`config.mk`:
```
export PLATFORM = sky130hd
export DESIGN_NAME = ram_port_arbiter
export DESIGN_NICKNAME = d
export VERILOG_FILES = /design/src/rtl/ram_port_arbiter.sv
export SDC_FILE = /design/constraint.sdc
export NUM_CORES = 1
export LEC_CHECK = 0
export CAP_MARGIN = 20
export CORE_AREA = 2 2 106 108
export DETAILED_ROUTE_END_ITERATION = 6
export DIE_AREA = 0 0 108 110
export HOLD_SLACK_MARGIN = 0.1
export SYNTH_ARGS = -nofsm -noshare
export SYNTH_HDL_FRONTEND = slang
export SYNTH_SLANG_ARGS = --single-unit
export TNS_END_PERCENT = 1
```
`constraint.sdc`:
```
create_clock -name clk_i -period 1.58 [get_ports clk_i]
set_input_delay 0.316 -clock clk_i [delete_from_list [all_inputs] [get_ports clk_i]]
set_output_delay 0.316 -clock clk_i [all_outputs]
set_load 0.005 [all_outputs]
```
`src/rtl/ram_port_arbiter.sv`:
```
// ram_port_arbiter: shares one RAM port between instruction and data masters; RAM_ARB_ROUND_ROBIN_EN selects round-robin over fixed data priority
module ram_port_arbiter #(
  parameter int DATA_WIDTH     = 32,
  parameter int MEM_SIZE_WORDS = 4096
) (
  input  logic                  clk_i,
  input  logic                  rstn_i,
  input  logic                  iram_stb_i,
  input  logic [DATA_WIDTH-1:0] iram_addr_i,
  output logic [DATA_WIDTH-1:0] iram_rdata_o,
  output logic                  iram_ack_o,
  output logic                  iram_err_o,
  input  logic                  dram_stb_i,
  input  logic [3:0]            dram_we_i,
  input  logic [DATA_WIDTH-1:0] dram_addr_i,
  input  logic [DATA_WIDTH-1:0] dram_wdata_i,
  output logic [DATA_WIDTH-1:0] dram_rdata_o,
  output logic                  dram_ack_o,
  output logic                  dram_err_o,
  output logic                  ram_stb_o,
  output logic [3:0]            ram_we_o,
  output logic [DATA_WIDTH-1:0] ram_addr_o,
  output logic [DATA_WIDTH-1:0] ram_wdata_o,
  input  logic [DATA_WIDTH-1:0] ram_rdata_i,
  input  logic                  ram_ack_i,
  input  logic                  ram_err_i
);
  typedef enum logic [1:0] {IDLE, WAIT_I, WAIT_D} state_t;
  localparam logic [DATA_WIDTH:0] LIMIT = (DATA_WIDTH+1)'(MEM_SIZE_WORDS * 4);
  state_t state_q, state_d;
  logic lerr_q, lerr_d;
  logic i_ack, d_ack, done, i_elig, d_elig, pick_d, gnt, in_range;
  logic [DATA_WIDTH-1:0] addr_sel;
  always_comb begin
    i_ack        = state_q == WAIT_I && (lerr_q || ram_ack_i);
    d_ack        = state_q == WAIT_D && (lerr_q || ram_ack_i);
    done         = state_q == IDLE || i_ack || d_ack;
    i_elig       = iram_stb_i && !i_ack;
    d_elig       = dram_stb_i && !d_ack;
    gnt          = rstn_i && done && (i_elig || d_elig);
    addr_sel     = pick_d ? dram_addr_i : iram_addr_i;
    in_range     = {1'b0, addr_sel} < LIMIT;
    ram_stb_o    = gnt && in_range;
    ram_we_o     = (ram_stb_o && pick_d) ? dram_we_i : 4'b0;
    ram_addr_o   = addr_sel;
    ram_wdata_o  = dram_wdata_i;
    iram_ack_o   = i_ack;
    dram_ack_o   = d_ack;
    iram_err_o   = i_ack && (lerr_q || ram_err_i);
    dram_err_o   = d_ack && (lerr_q || ram_err_i);
    iram_rdata_o = ram_rdata_i;
    dram_rdata_o = ram_rdata_i;
    state_d      = gnt ? (pick_d ? WAIT_D : WAIT_I) : (done ? IDLE : state_q);
    lerr_d       = done ? (gnt && !in_range) : lerr_q;
  end
  always_ff @(posedge clk_i or negedge rstn_i)
    if (!rstn_i) begin
      state_q <= IDLE;
      lerr_q  <= 1'b0;
    end else begin
      state_q <= state_d;
      lerr_q  <= lerr_d;
    end
`ifdef RAM_ARB_ROUND_ROBIN_EN
  // last_q = 1 means the data port held the most recent grant
  logic last_q, last_d;
  always_comb begin
    pick_d = (i_elig && d_elig) ? !last_q : d_elig;
    last_d = gnt ? pick_d : last_q;
  end
  always_ff @(posedge clk_i or negedge rstn_i)
    if (!rstn_i) last_q <= 1'b1;
    else         last_q <= last_d;
`else
  always_comb pick_d = d_elig;
`endif
endmodule

```
-- Word level (Yosys, flattened, before mapping)
Index checks and enable logic that the tools add are counted.
- register bits: 3
- input bits: 138
- output and inout bits: 137
- logic and storage cells: 31
- $lt $le $gt $ge: 1
- eq/ne operators: 2
- mux-type cells: 5
- reduce and logical (&&, ||, !) cells: 21
- operator list (cell ; number):
    32-bit by 15-bit < comparator with 1-bit output, second input constant ; 1
    32-bit two-way mux ; 1
    1-bit logical AND ; 11
    2-bit two-way mux ; 3
    1-bit logical OR ; 5
    4-bit two-way mux ; 1
    1-bit zero test ; 3
    2-bit by 1-bit == test with 1-bit output, second input constant ; 1
    2-bit == test, second input constant ; 1
    2-bit zero test ; 1
    2-bit nonzero test ; 1

-- Longest topological paths before layout
Gate-level depths: netlist of run 1.
- depth after elaboration: 9
- gate-level depth with buffers: 6
- mapped depth without buffers: 4

-- Worst setup path after synthesis of run 1
OpenSTA, ideal clock, no wires.
- path type: flip-flop to output port
- start: register lerr_q
- end: output ram_we_o[0]
- arrival time: 1.447 ns
- data required time: 1.264 ns
- slack: -0.183 ns
- cell stages (with the launch flop): 6
- path buffers: 1
- path through: dfrtp_1 -> nor2_4 -> o21ai_4 -> or3_1 -> buf_2 -> a211oi_1
- cells in the longest elaborated chain, start to end: 9
- elaborated cells on any way between the ends: 17
- classes of those cells: order compare (1); mux (2); reduce/logical (14)
- ends and longest elaborated chain (element ; line ; text):
    start: declaration ; 31 ; logic lerr_q, lerr_d;
    start signal: assignment ; 62 ; lerr_q <= lerr_d;
    1-bit logical OR * ; 35, 36 ;
    1-bit logical AND (on tied branches) ; 36, 35 ;
    1-bit zero test, or another cell as far along ; 39 ; d_elig = dram_stb_i && !d_ack;
    1-bit logical AND, or another cell as far along ; 39 ;
    32-bit two-way mux, or another cell as far along ; 41 ; addr_sel = pick_d ? dram_addr_i : iram_addr_i;
    32-bit by 15-bit < comparator with 1-bit output or 1-bit logical AND (tied branches) ; 42, 40 ;
    1-bit logical AND ; 43 ; ram_stb_o = gnt && in_range;
    1-bit logical AND * ; 44 ; ram_we_o = (ram_stb_o && pick_d) ? dram_we_i : 4'b0;
    4-bit two-way mux * ; 44 ;
    end: declaration ; 21 ; output logic [3:0] ram_we_o,
Mark *: on every way between the ends. The rest lies on a longest branch, timed or not.

-- Worst setup path in the final report of run 1
- start: register lerr_q
- end: output ram_we_o[2]
Same word-level chain as after synthesis.

==> run metrics, run 1 <==
failing checks setup timing; total count of max-transition violations in the final report 0; Die ar. 11,900 um2; Reg clk slew, reported paths 0.03 ns; sequential element share of the synthesized area 0.0506; number of DRC violations after detailed-routing iteration 0 29; number of unique standard cell types used by synthesis 27; maximum clock frequency 446 MHz; highest cell delay on the worst timing path 0.41 ns; max-capacitance violation count 0; global-route wire length before repair 7.09 mm; post-detailed-route count of antenna-violating nets 0; FILL cells 1,169; initial antenna violation count 0; Critical Path RT 1.26 ns; netlist area before placement 1480 um2; routed length per placed instance 14.6 um; cts bufs inserted 3; largest net degree at the start of global routing 9; Syn. warnings 0; number of nets produced by synthesis 323; arrival time at the worst endpoint 1.93 ns; mean instance size in the synthesized netlist 8.01 um2; wire length after detailed routing 5.46 mm; clock insertion delay at the later pin of the skew report 0.21 ns; detailed placer's ending HPWL 4.20 mm; placed cell count 354; CTS HTree Levels 1; number of nets in the final layout 372; initial core utilization 0.139; total power density per cell area 698 nW/um2; maximum vdd ir drop 0.000262 V; Row Count 38; worst-case setup margin in the final layout -0.664 ns; total design power 1.71 mW; final critical path time including I/O delays and setup 2.24 ns; period utilisation layout 1.42; proportion of layout cells with a drive suffix above 1 0.502; total area of multi-input combinational cells 776 um2; Post-Place Worst Slack -1.30 ns; core footprint 10,700 um2; critical-path maximum fanout 5; gp weighted congestion 0.662; worst-path cell with the longest stage delay dfrtp_1; count of antenna diodes in the layout 0; worst slew margin relative to its limit 0.805; Global Route met2 Usage 0.137; I/O Buffers 114; FF/Latch Area 75.1 um2; post-synthesis register bit count 3; post-synthesis cell count 185; combined global-route utilization of all metal layers 0.0775; number of iterations in the first detailed-routing pass 3; Root Buffer Master clkbuf_8; setup TNS after final layout -19.10 ns; die span in x 108 um; Top-Level Pins 275; Post-CTS Hold Buffers 0; post-synthesis async set-or-reset flop share 1.00; count of placed standard cells in the final layout, fillers left out 373; Syn-to-layout area delta 65.0%; number of buffer and inverter stages on the critical path 3; cell family contributing the most delay on the critical path simple AND/OR/NAND/NOR gates; met3 capacity usage during global routing 0.0306; vias in the first global route 1,441; die height 110 um; unrepaired setup endpoints after global routing true; outcome finished with violations; number of sinks handled by clock tree synthesis 3; final number of setup-violating endpoints 39; Crit. End Element primary output; number of endpoints with negative hold slack in the final report 0; chain of cells forming the critical path nor2_4, o21ai_4, buf_12, or3_4, buf_6, a211oi_2, buf_2; crit path kind flip-flop to primary output; P_leak 1.10 nW; number of enable flip-flop cells after synthesis 0; GR Util met1 0.0720; Worst Tran Pin Value 0.289 ns; path type of the worst min-delay path primary input to asynchronous set/reset pin; Via Count 1,407; global routing's busiest layer met2; Top FF cell, synth dfrtp_1; clk buf depth 2; GRT Residual Overflow 0; final worst clock skew 0.000497 ns; post-detailed-route DRC marker count 0; CTS tree yes; routed via count divided by cell count 3.77; launching element type of the critical path flip-flop
Yosys cell counts (all sizes together) (2+ instances only):
library cell / instances / area share
buf: 102 / 0.51
and3: 2 / 0.0084
a21oi: 2 / 0.0068
inv: 5 / 0.013
nor2: 7 / 0.023
a211oi: 5 / 0.025
mux2: 32 / 0.24
nand2: 4 / 0.010
nor4: 8 / 0.034
nand2b: 2 / 0.014
dfrtp: 3 / 0.051
o21ai: 2 / 0.014
placed cells by master, fill, tap and decap left out, drive strengths merged:
cell type and instances:
o21ai 2, nand2 4, clkbuf 25, mux2 32
a31oi 1, dlygate4sd2 30, nand3 1, a21oi 2
a21boi 1, a31o 1, or3 1, a211oi 5
buf 45, nand2b 2, nor3 1, nand4b 1
o21a 1, clkdlybuf4s50 49, nor2 7, dfrtp 3
nor2b 1, nor4 8, and3 2, clkdlybuf4s15 1
nor3b 1, inv 5, nand4 1
metrics by stage:
stage / hold WS, ns / util / instance area, um2
2_1_floorplan: 0.0204 / - / 1520
6_report: 0.522 / 0.229 / 2450
5_1_grt: 0.529 / 0.229 / 2450
3_3_place_gp: 0.632 / 0.205 / 2190
3_5_place_dp: 0.632 / 0.205 / 2190
4_1_cts: 0.518 / 0.232 / 2490
cell type report:
type | count | area share
Multi-Input combinational cell | 75 | 0.317
Timing Repair Buffer | 146 | 0.554
Sequential cell | 3 | 0.0307
Clock buffer | 4 | 0.0184
Tap cell | 140 | 0.0716
Inverter | 5 | 0.00767
routing by layer:
| metal | share of wire | wire, um |
|---|---|---|
| met2 | 0.50 | 2740 |
| met4 | 0.053 | 287 |
| met1 | 0.32 | 1750 |
| met5 | 0 | 0 |
| met3 | 0.12 | 676 |
state kept, by name (all words and copies together), names as in the netlist:
register,flops
lerr_q,1
state_q,2
where the power goes:
group,internal [mW],switching [mW],leakage [nW]
combinational,0.879,0.472,1.04
sequential,0.108,0.0273,0.0383
clock,0.172,0.0484,0.0228
total,1.16,0.548,1.10
worst min-delay path, cell delays in order:
cell and delay (ns):
clkdlybuf4s50_1 0.50, buf_4 0.12, buf_4 0.12
path summary, 6_finish.rpt:
kind	start	end	slack (ns)	cells after the start
min	rstn_i	state_q[0]	0.52	3
max in group asynchronous	rstn_i	lerr_q	0.96	3
min in group clk_i	ram_rdata_i[29]	iram_rdata_o[29]	0.63	0
max reg2reg	lerr_q	lerr_q	-0.13	6
max	lerr_q	ram_we_o[2]	-0.66	7
min reg2reg	state_q[1]	state_q[1]	0.75	3
cell families after synthesis:
| group | count (synthesis) | share of synthesized area |
|---|---|---|
| muxes | 32 | 0.243 |
| and+or+nand+nor | 30 | 0.119 |
| buffers and inverters | 107 | 0.521 |
| AOI/OAI and AO/OA | 13 | 0.0667 |
| DFF | 3 | 0.0506 |
what timing repair did:
item | CTS | global route
pin swaps | 17 | 0
setup endpoints to repair | 42 | 42
gates resized for setup | 151 | 41
buffers inserted | 12 | 0
cloned | 3 | 0
(Power assumes the default switching activity.)
==> run 2: changes to the inputs <==
--- a/config.mk
+++ b/config.mk
@@ -9,7 +9,9 @@
 export CORE_AREA = 2 2 106 108
 export DETAILED_ROUTE_END_ITERATION = 6
 export DIE_AREA = 0 0 108 110
+export GPL_TIMING_DRIVEN = 0
 export HOLD_SLACK_MARGIN = 0.1
+export PLACE_DENSITY = 0.64
 export SYNTH_ARGS = -nofsm -noshare
 export SYNTH_HDL_FRONTEND = slang
 export SYNTH_SLANG_ARGS = --single-unit
==> run 2 against run 1 <==
  * The run still ends with setup timing left
  * Combinational power rose by 29%
  * Hold slack lost 0.19 ns
  * Sequential share of layout area decreased by 1.2 points
  * Maximum frequency is 3.9% lower
  * Die area is the same
  * Register-to-register slack is essentially flat
  * Via count increased by 48%
  * Cell count is 49% higher
  * Design area increased by 64%
  * Critical path depth increased by 1
  * Critical endpoint is now ram_addr_o[16]
==> run metrics, run 2 (same netlist as run 1, synthesis figures left out) <==
number of iterations in the first detailed-routing pass 4; gp weighted congestion 0.783; P_leak 1.87 nW; total power density per cell area 521 nW/um2; period utilisation layout 1.48; detailed placer's ending HPWL 6.76 mm; Reg clk slew, reported paths 0.03 ns; launching element type of the critical path flip-flop; fraction of the core area covered by cells at the end of the flow 0.376; proportion of layout cells with a drive suffix above 1 0.496; Via Count 2,084; die span in x 108 um; max-capacitance violation count 0; arrival time at the worst endpoint 2.02 ns; r2r worst-path depth 5; CTS HTree Levels 1; worst setup path endpoint ram_addr_o[16]; critical path startpoint state_q[0]; vias in the first global route 2,115; maximum clock frequency 428 MHz; critical-path maximum fanout 7; failing checks setup timing; routed length per placed instance 14.1 um; path type of the worst min-delay path primary input to asynchronous set/reset pin; clock insertion delay at the later pin of the skew report 0.22 ns; number of sinks handled by clock tree synthesis 3; Root Buffer Master clkbuf_8; Critical Path RT 1.26 ns; Worst Tran Pin Value 0.380 ns; Row Count 38; largest net degree at the start of global routing 11; R2R Path Start lerr_q; cts bufs inserted 3; I/O Buffers 210; Area after DPL 3800 um2; unrepaired setup endpoints after global routing true; initial antenna violation count 0; Pint 1.45 mW; post-detailed-route count of antenna-violating nets 0; final number of setup-violating endpoints 40; switching power summed over all nets 0.647 mW; die height 110 um; Die ar. 11,900 um2; combined global-route utilization of all metal layers 0.110; worst hold slack 0.333 ns; outcome finished with violations; cell area after layout 4020 um2; final critical path time including I/O delays and setup 2.34 ns; Sequential Power Share 0.061; placed cell count 535; post-detailed-route DRC marker count 0; Crit. End Element primary output; top flop regs state_q x2, lerr_q x1; number of endpoints with negative hold slack in the final report 0; setup slack on the worst flop-to-flop path -0.12 ns; worst-case setup margin in the final layout -0.755 ns; combinational fraction of design power 0.830; GRT Residual Overflow 0; clk buf depth 2; flip-flop count of the largest register, all copies and words added 2; Clk network pwr share 0.109; count of antenna diodes in the layout 0; core footprint 10,700 um2; commonest non-fill, non-tap cells in the layout 151 x clkdlybuf4s50_1, 107 x buf_4, 20 x clkbuf_2; endpoint of the lowest-slack register-to-register path lerr_q; CTS tree yes; routed via count divided by cell count 3.74; global-route wire length before repair 10.2 mm; number of nets in the final layout 556; worst slew margin relative to its limit 0.746; Switching Share 0.309; wire length after detailed routing 7.87 mm; count of placed standard cells in the final layout, fillers left out 557; crit path kind flip-flop to primary output; Post-Place Worst Slack -1.44 ns; number of DRC violations after detailed-routing iteration 0 40; Biggest register state_q; total count of max-transition violations in the final report 0; Syn-to-layout area delta 171%; Post-CTS Hold Buffers 0; Top-Level Pins 275; final worst clock skew 0.00303 ns; initial core utilization 0.139; most frequent standard cell in the layout excluding fill and tap cells clkdlybuf4s50_1; maximum vdd ir drop 0.000423 V
[run 2: changes by cell type in the layout (fill, tap and decap cells not counted), sizes merged]
cell	delta
dlymetal6s2s	+2
dlygate4sd2	-12
buf	+87
clkdlybuf4s15	+5
clkdlybuf4s50	+102
[run 2: metal layers]
metal / global-route usage / vias to the layer above / part of all wire
met3: 0.0382 / 5 / 0.14
met4: 0.0247 / 0 / 0.0072
met2: 0.235 / 164 / 0.55
met5: 0 / - / 0
met1: 0.0981 / 922 / 0.30
li1: - / 993 / -
[run 2: through the flow]
step / setup TNS (ns) / power, mW
6_report: -24.76 / 2.09
5_1_grt: -27.96 / 2.22
4_1_cts: -27.18 / 1.87
3_5_place_dp: -39.24 / 1.66
3_3_place_gp: -39.72 / 1.64
2_1_floorplan: -3.70 / 0.817
[run 2: final cells by class]
cell class | instances | area [um2]
fill | 1094 | 6680
sequential | 3 | 75.1
timing repair buffer | 229 | 2140
tap | 140 | 175
inverter | 5 | 18.8
clock buffer | 4 | 45.0
buffer | 101 | 774
multi-input combinational | 75 | 785
[run 2: power groups by stage]
stage	Sequential [mW]	Combinational, mW	Clock [mW]
floorplan	0.122	0.695	0
global placement	0.124	1.52	0
detailed placement	0.126	1.53	0
CTS	0.126	1.52	0.228
global route	0.129	1.86	0.234
finish	0.127	1.74	0.228
[run 2: repair_timing]
item,CTS,global route
resized for setup,101,77
setup endpoints to repair,42,42
pin swaps,9,7
cloned,0,1
buffers inserted,2,16
[run 2: critical path, cell delays in order, from the launching register on]
cell       delay (ns)
dfrtp_1          0.36
buf_6            0.12
nand2b_4         0.15
o21ai_4          0.35
clkbuf_16        0.21
buf_6            0.09
buf_4            0.11
mux2_4           0.29
clkbuf_2         0.11
[run 2: how the worst min path moves through the flow]
stage,endpoint,slack (ns)
floorplan,lerr_q,0.02
global placement,state_q[0],0.55
detailed placement,state_q[0],0.56
CTS,lerr_q,0.33
global route,lerr_q,0.34
finish,lerr_q,0.33
